<file path="src/rtl/tile_result_collector.sv">
// -----------------------------------------------------------------------------
// tile_result_collector
//
// Drains NUM_TILES tile result FIFOs (registered read, 1-cycle latency) in
// round-robin order and packs up to PACK results of one tile into a single
// wide output word. One packed word is produced per grant. A level flush input
// lets a partially filled word go out once the granted tile runs dry.
//
// Ports
//   i_clk            single clock
//   i_reset_n        asynchronous active-low reset
//   i_tile_rd_data   FIFO read data, tile t in [t*DATA_WIDTH +: DATA_WIDTH]
//   i_tile_empty     FIFO empty flags
//   o_tile_rd_en     FIFO read strobes, at most one bit high (combinational)
//   i_flush          allow a partial word when the granted tile is empty
//   o_data           packed results, first read in lane 0, unused lanes zero
//   o_tile_id        source tile of o_data
//   o_lanes          number of valid lanes (1..PACK)
//   o_valid/i_ready  output handshake
//   o_busy           FSM active or an output word pending
//
// State table
//   state  | meaning
//   IDLE   | round-robin scan for a non-empty tile, clear pack register
//   READ   | strobe the granted FIFO until PACK reads or flush on empty
//   WAIT   | let the last in-flight read data land in the pack register
//   PUSH   | move the pack register to the output once the slot is free
// -----------------------------------------------------------------------------
module tile_result_collector #(
    parameter int NUM_TILES  = 4,
    parameter int DATA_WIDTH = 16,
    parameter int PACK       = 8,
    localparam int OUT_W     = DATA_WIDTH * PACK,
    localparam int ID_W      = (NUM_TILES > 1) ? $clog2(NUM_TILES) : 1,
    localparam int LW        = $clog2(PACK + 1)
) (
    input  logic                            i_clk,
    input  logic                            i_reset_n,
    input  logic [NUM_TILES*DATA_WIDTH-1:0] i_tile_rd_data,
    input  logic [NUM_TILES-1:0]            i_tile_empty,
    output logic [NUM_TILES-1:0]            o_tile_rd_en,
    input  logic                            i_flush,
    output logic [OUT_W-1:0]                o_data,
    output logic [ID_W-1:0]                 o_tile_id,
    output logic [LW-1:0]                   o_lanes,
    output logic                            o_valid,
    input  logic                            i_ready,
    output logic                            o_busy
);

    typedef enum logic [1:0] {
        S_IDLE = 2'd0,
        S_READ = 2'd1,
        S_WAIT = 2'd2,
        S_PUSH = 2'd3
    } state_t;

    state_t            state_q,    state_d;
    logic [ID_W-1:0]   rr_ptr_q,   rr_ptr_d;
    logic [ID_W-1:0]   grant_q,    grant_d;
    logic [LW-1:0]     issued_q,   issued_d;
    logic [LW-1:0]     fill_q,     fill_d;
    logic              cap_pend_q, cap_pend_d;
    logic [OUT_W-1:0]  pack_q,     pack_d;
    logic [OUT_W-1:0]  data_q,     data_d;
    logic [ID_W-1:0]   tile_id_q,  tile_id_d;
    logic [LW-1:0]     lanes_q,    lanes_d;
    logic              valid_q,    valid_d;

    logic [NUM_TILES-1:0]  rd_en;
    logic                  strobe;
    logic [DATA_WIDTH-1:0] sel_data;
    logic                  scan_hit;
    logic [ID_W-1:0]       scan_idx;
    logic [ID_W:0]         cand_sum;
    logic [ID_W-1:0]       grant_next;

    // Read strobe and read-data mux for the granted tile.
    always_comb begin
        rd_en    = '0;
        sel_data = '0;
        for (int t = 0; t < NUM_TILES; t++) begin
            if (grant_q == ID_W'(t)) begin
                sel_data = i_tile_rd_data[t*DATA_WIDTH +: DATA_WIDTH];
                rd_en[t] = (state_q == S_READ) && !i_tile_empty[t];
            end
        end
    end

    assign strobe       = |rd_en;
    assign o_tile_rd_en = rd_en;

    // Round-robin scan starting at rr_ptr; the sum is one bit wider so the
    // modulo wrap also works for non power-of-two tile counts.
    always_comb begin
        scan_hit = 1'b0;
        scan_idx = rr_ptr_q;
        cand_sum = '0;
        for (int k = 0; k < NUM_TILES; k++) begin
            cand_sum = {1'b0, rr_ptr_q} + (ID_W+1)'(k);
            if (cand_sum >= (ID_W+1)'(NUM_TILES)) begin
                cand_sum = cand_sum - (ID_W+1)'(NUM_TILES);
            end
            if (!scan_hit && !i_tile_empty[cand_sum[ID_W-1:0]]) begin
                scan_hit = 1'b1;
                scan_idx = cand_sum[ID_W-1:0];
            end
        end
    end

    always_comb begin
        if (grant_q == ID_W'(NUM_TILES - 1)) begin
            grant_next = '0;
        end else begin
            grant_next = grant_q + 1'b1;
        end
    end

    always_comb begin
        state_d    = state_q;
        rr_ptr_d   = rr_ptr_q;
        grant_d    = grant_q;
        issued_d   = issued_q;
        fill_d     = fill_q;
        pack_d     = pack_q;
        data_d     = data_q;
        tile_id_d  = tile_id_q;
        lanes_d    = lanes_q;
        cap_pend_d = strobe;
        // An accepted word frees the slot unless PUSH reloads it below.
        valid_d    = valid_q && !i_ready;

        // Data strobed last cycle is on the FIFO output now.
        if (cap_pend_q) begin
            for (int l = 0; l < PACK; l++) begin
                if (fill_q == LW'(l)) begin
                    pack_d[l*DATA_WIDTH +: DATA_WIDTH] = sel_data;
                end
            end
            fill_d = fill_q + 1'b1;
        end

        case (state_q)
            S_IDLE: begin
                if (scan_hit) begin
                    grant_d  = scan_idx;
                    issued_d = '0;
                    fill_d   = '0;
                    pack_d   = '0;
                    state_d  = S_READ;
                end
            end
            S_READ: begin
                if (strobe) begin
                    issued_d = issued_q + 1'b1;
                    if (issued_q == LW'(PACK - 1)) begin
                        state_d = S_WAIT;
                    end
                end else if ((issued_q != '0) && i_flush) begin
                    state_d = S_WAIT;
                end
            end
            S_WAIT: begin
                state_d = S_PUSH;
            end
            S_PUSH: begin
                if (!valid_q || i_ready) begin
                    data_d    = pack_q;
                    tile_id_d = grant_q;
                    lanes_d   = fill_q;
                    valid_d   = 1'b1;
                    rr_ptr_d  = grant_next;
                    state_d   = S_IDLE;
                end
            end
            default: begin
                state_d = S_IDLE;
            end
        endcase
    end

    always_ff @(posedge i_clk or negedge i_reset_n) begin
        if (!i_reset_n) begin
            state_q    <= S_IDLE;
            rr_ptr_q   <= '0;
            grant_q    <= '0;
            issued_q   <= '0;
            fill_q     <= '0;
            cap_pend_q <= 1'b0;
            pack_q     <= '0;
            data_q     <= '0;
            tile_id_q  <= '0;
            lanes_q    <= '0;
            valid_q    <= 1'b0;
        end else begin
            state_q    <= state_d;
            rr_ptr_q   <= rr_ptr_d;
            grant_q    <= grant_d;
            issued_q   <= issued_d;
            fill_q     <= fill_d;
            cap_pend_q <= cap_pend_d;
            pack_q     <= pack_d;
            data_q     <= data_d;
            tile_id_q  <= tile_id_d;
            lanes_q    <= lanes_d;
            valid_q    <= valid_d;
        end
    end

    assign o_data    = data_q;
    assign o_tile_id = tile_id_q;
    assign o_lanes   = lanes_q;
    assign o_valid   = valid_q;
    assign o_busy    = (state_q != S_IDLE) || valid_q;

endmodule

</file>
<file path="config.mk">
export PLATFORM = sky130hd
export DESIGN_NAME = tile_result_collector
export DESIGN_NICKNAME = d
export VERILOG_FILES = /design/src/rtl/tile_result_collector.sv
export SDC_FILE = /design/constraint.sdc
export NUM_CORES = 1
export LEC_CHECK = 0
export ABC_AREA = 1
export BUFFER_PORTS_ARGS = -buffer_cell sky130_fd_sc_hd__buf_4
export CAP_MARGIN = 10
export CORE_MARGIN = 2
export CORE_UTILIZATION = 29
export DETAILED_ROUTE_END_ITERATION = 8
export GPL_TIMING_DRIVEN = 1
export REMOVE_ABC_BUFFERS = 1
export SLEW_MARGIN = 20
export SYNTH_ARGS = -nofsm -noshare
export SYNTH_HDL_FRONTEND = slang
export SYNTH_SLANG_ARGS = --single-unit
</file>
<file path="constraint.sdc">
create_clock -name i_clk -period 2.2 [get_ports i_clk]
set_clock_uncertainty 0.1 [all_clocks]
set_input_delay 0.11 -clock i_clk [delete_from_list [all_inputs] [get_ports i_clk]]
set_output_delay 0.11 -clock i_clk [all_outputs]
set_load 0.01 [all_outputs]
</file>
==> results.ini <==
[synth]
yosys_register_bits=278
avgSynthCellArea_sq_um=7.95
synth_xor_area_share_pct=0.262
synth_fa_ha_area_share_pct=1.40
yosysSeqAreaShare_pct=52.0
synth-simple-area-share_pct=30.8
syn_inst=1684
synth_top_family_by_area=simple AND/OR/NAND/NOR gates
synthFlopType=dfrtp_1
netlist_area_sq_um=13400
ys_types=27
synth_compound_area_share_pct=7.26
ys_async_sr_fraction_pct=100
yosysWarnings=0
synth_edf_count=0
synthMuxAreaShare_pct=0

[final_layout]
num_antenna_cells=0
nets=2031
drive_gt1_share_pct=20.2
area.sequential_sq_um=6960
syn2layout_area_growth_pct=32.3
multi_input_area_sq_um=5380
stdcell_count=2563
n_fill_cell=4666

[pwr]
ir_drop_uv=995
p_int_mw=14.7
power_density_nw_per_um2=1470
power_switching_mw=11.4
switching_share_pct=43.6
p_leak_nw=9.28
power.share.combinational_pct=50.6
pwr-share-clk_pct=19.9
seq_power_share_pct=29.4

[floorplan]
core_sq_um=45500
num_io_pins=212
die_h_um=219
start_util_pct=29.4
dieArea_sq_um=47900
rows=78
chipWidth_um=219

[setup_path]
arrival_ps=2580
critPathLaunchType=register
crit_fanout=15
cpMostUsedCell=nand2_1
path_buf_inv=3
r2r_start=rr_ptr_q[0]$_DFFE_PN0P_
crit_family=simple AND/OR/NAND/NOR gates
worst-setup-path-type=register to register
cp_slowest_stage_delay_ps=440
cpMaxStageDelayCell=dfrtp_2
crit_path_start=rr_ptr_q[0]$_DFFE_PN0P_
crit_required_ps=2620
end_kind=register
worstPathCellList=buf_4 -> nand2_1 -> nand2_1 -> nand2_1 -> nand2_2 -> a21oi_4 -> nand2_2 -> o21ai_4 -> buf_12 -> buf_6 -> nand4_1 -> nand2_1

[drt]
vias_per_cell=5.03
routed_wl_um=49000
drc=0
drt-wirelength-per-cell_um=19.1
firstDrtPassIters=6
route.antenna.remaining_nets=0
drtIter0Drc=1555
num_vias=12900

[cts]
path_clk_slew_ps=60
cts_root_buf=clkbuf_16
cts_max_path_buffers=3
worstSkewPairLatency_ps=580
cts.sinks=278
htree_levels=1
cts_inserted_buffers=30
cts_tree=built

[grt]
grt_max_degree=107
grt_pass1_wl_um=72200
grt_pass1_vias=12200
overflow=0
antenna_found_initial=0
grt_usage_pct=19.7

[placed_design]
io_buffers=211
dp_cells=2486
post-dp-hpwl_um=32400
routabilityCongestion=0.839
pre_cts_ws_ps=-8.28

[outcome]
status=finished clean

[sta]
setup_slack_ps=45.5
fmax_mhz=464
hold_violations=0
finalCritPeriodShare_pct=97.9
max-slew-margin-rel_pct=60.0
tightest_slew_ps=599
finalSetupViolCount=0
fin_crit_ps=2150
slew_viol_final=0

[job]
drv_cap=0

[hold_path]
hp-class=primary input to register
min_from=i_tile_rd_data[33]

[worst reg2reg max path, stage by stage, from the launching register on]
cell and delay (ps):
dfrtp_2 440, buf_4 170, nand2_1 70, nand2_1 80, nand2_1 90, nand2_2 90
a21oi_4 150, nand2_2 90, o21ai_4 250, buf_12 180, buf_6 210, nand4_1 110
nand2_1 80
[cell families (layout without fill, tap and decap cells)]
| logic type | Yosys count | in the layout |
|---|---|---|
| AOI/OAI and AO/OA | 184 | 184 |
| xor gates and xnor gates | 4 | 4 |
| and+or+nand+nor | 933 | 933 |
| DFF | 278 | 278 |
| adders and majority gates | 15 | 15 |
| buffers and inverters | 270 | 549 |
[power groups by stage]
stage          Combinational (mW)  Clock (mW)  Sequential (mW)
2_1_floorplan                5.47           0             8.51
5_1_grt                      14.2        5.47             7.87
4_1_cts                      12.1        5.26             7.66
3_3_place_gp                 11.8           0             7.67
3_5_place_dp                 11.9           0             7.73
6_report                     13.2        5.19             7.67
[layer usage]
layer  global-route usage [%]  routed length [um]  vias to the layer above
li1                         -                   -                     5994
met5                        0                   0                        -
met2                     31.5               22600                      623
met4                     6.60                1550                        0
met3                     3.63                4480                       92
met1                     26.8               20500                     6194
[final timing paths]
| kind | end | slack [ps] | cells past startpoint |
|---|---|---|---|
| worst max-delay path | register | 50 | 12 |
| worst min-delay path | register | 40 | 6 |
| worst max register to register | register | 50 | 12 |
| worst min register to register | register | 380 | 2 |
| max in group asynchronous | o_data[5]$_DFFE_PN0P_ | 1490 | 3 |
| min in group asynchronous | asynchronous set/reset pin | 50 | 3 |
[cell type report]
type	instances	area share [%]
Multi-Input combinational cell	1136	30.4
Tap cell	600	4.24
Clock inverter	7	0.558
Sequential cell	278	39.3
Clock buffer	44	5.10
Timing Repair Buffer	317	16.4
Inverter	181	3.96
[what timing repair did]
item                                    in CTS  in global routing
endpoints found under the hold margin      288                  0
pin swaps                                    1                  4
gates resized for setup                      5                 22
cloned                                       0                  6
endpoints found under the setup margin       4                141
hold buffers                                10                  0
buffers inserted                             0                 10
[synthesized netlist by cell type, types with 3 or more instances]
cell type | number | area, sq um
nor2_1 | 18 | 67.6
clkbuf_1 | 57 | 214
buf_6 | 11 | 124
nand3_1 | 159 | 796
buf_1 | 9 | 33.8
o21ai_0 | 143 | 716
dfrtp_1 | 278 | 6960
inv_2 | 10 | 37.5
inv_1 | 167 | 627
nand4_1 | 129 | 807
nor2_2 | 5 | 31.3
xor2_1 | 4 | 35.0
o21ai_1 | 3 | 15.0
o211ai_1 | 16 | 120
nor3_4 | 6 | 97.6
clkinv_1 | 4 | 15.0
a21oi_1 | 19 | 95.1
buf_2 | 12 | 60.1
nand2_1 | 612 | 2300
ha_1 | 15 | 188
[layout by cell type, fill, tap and decap left out, types with 5 or more instances in the layout]
master         instances
nand4_1              129
nand2_1              610
buf_12                28
nor2_2                 5
clkinvlp_4             6
inv_1                162
inv_2                 12
dfrtp_1              276
o211ai_1              16
nand3_1              159
nor2_1                18
dlygate4sd3_1          9
nor3_4                 6
clkbuf_8              10
ha_1                  11
clkbuf_16             35
o21ai_0              142
buf_4                267
a21oi_1               19
[metrics by stage]
stage	total power [mW]	hold WS, ps	utilization (%)	area, sq um	setup TNS (ps)
global placement	19.4	-33.1	35.7	16200	0
CTS	25.0	7.83	38.2	17400	-34.6
finish	26.1	35.2	38.9	17700	0
global route	27.5	34.4	38.9	17700	-373
detailed placement	19.7	-31.9	35.7	16200	-8.28
floorplan	14.0	-286	-	13000	-564360
(Power assumes the default switching activity.)
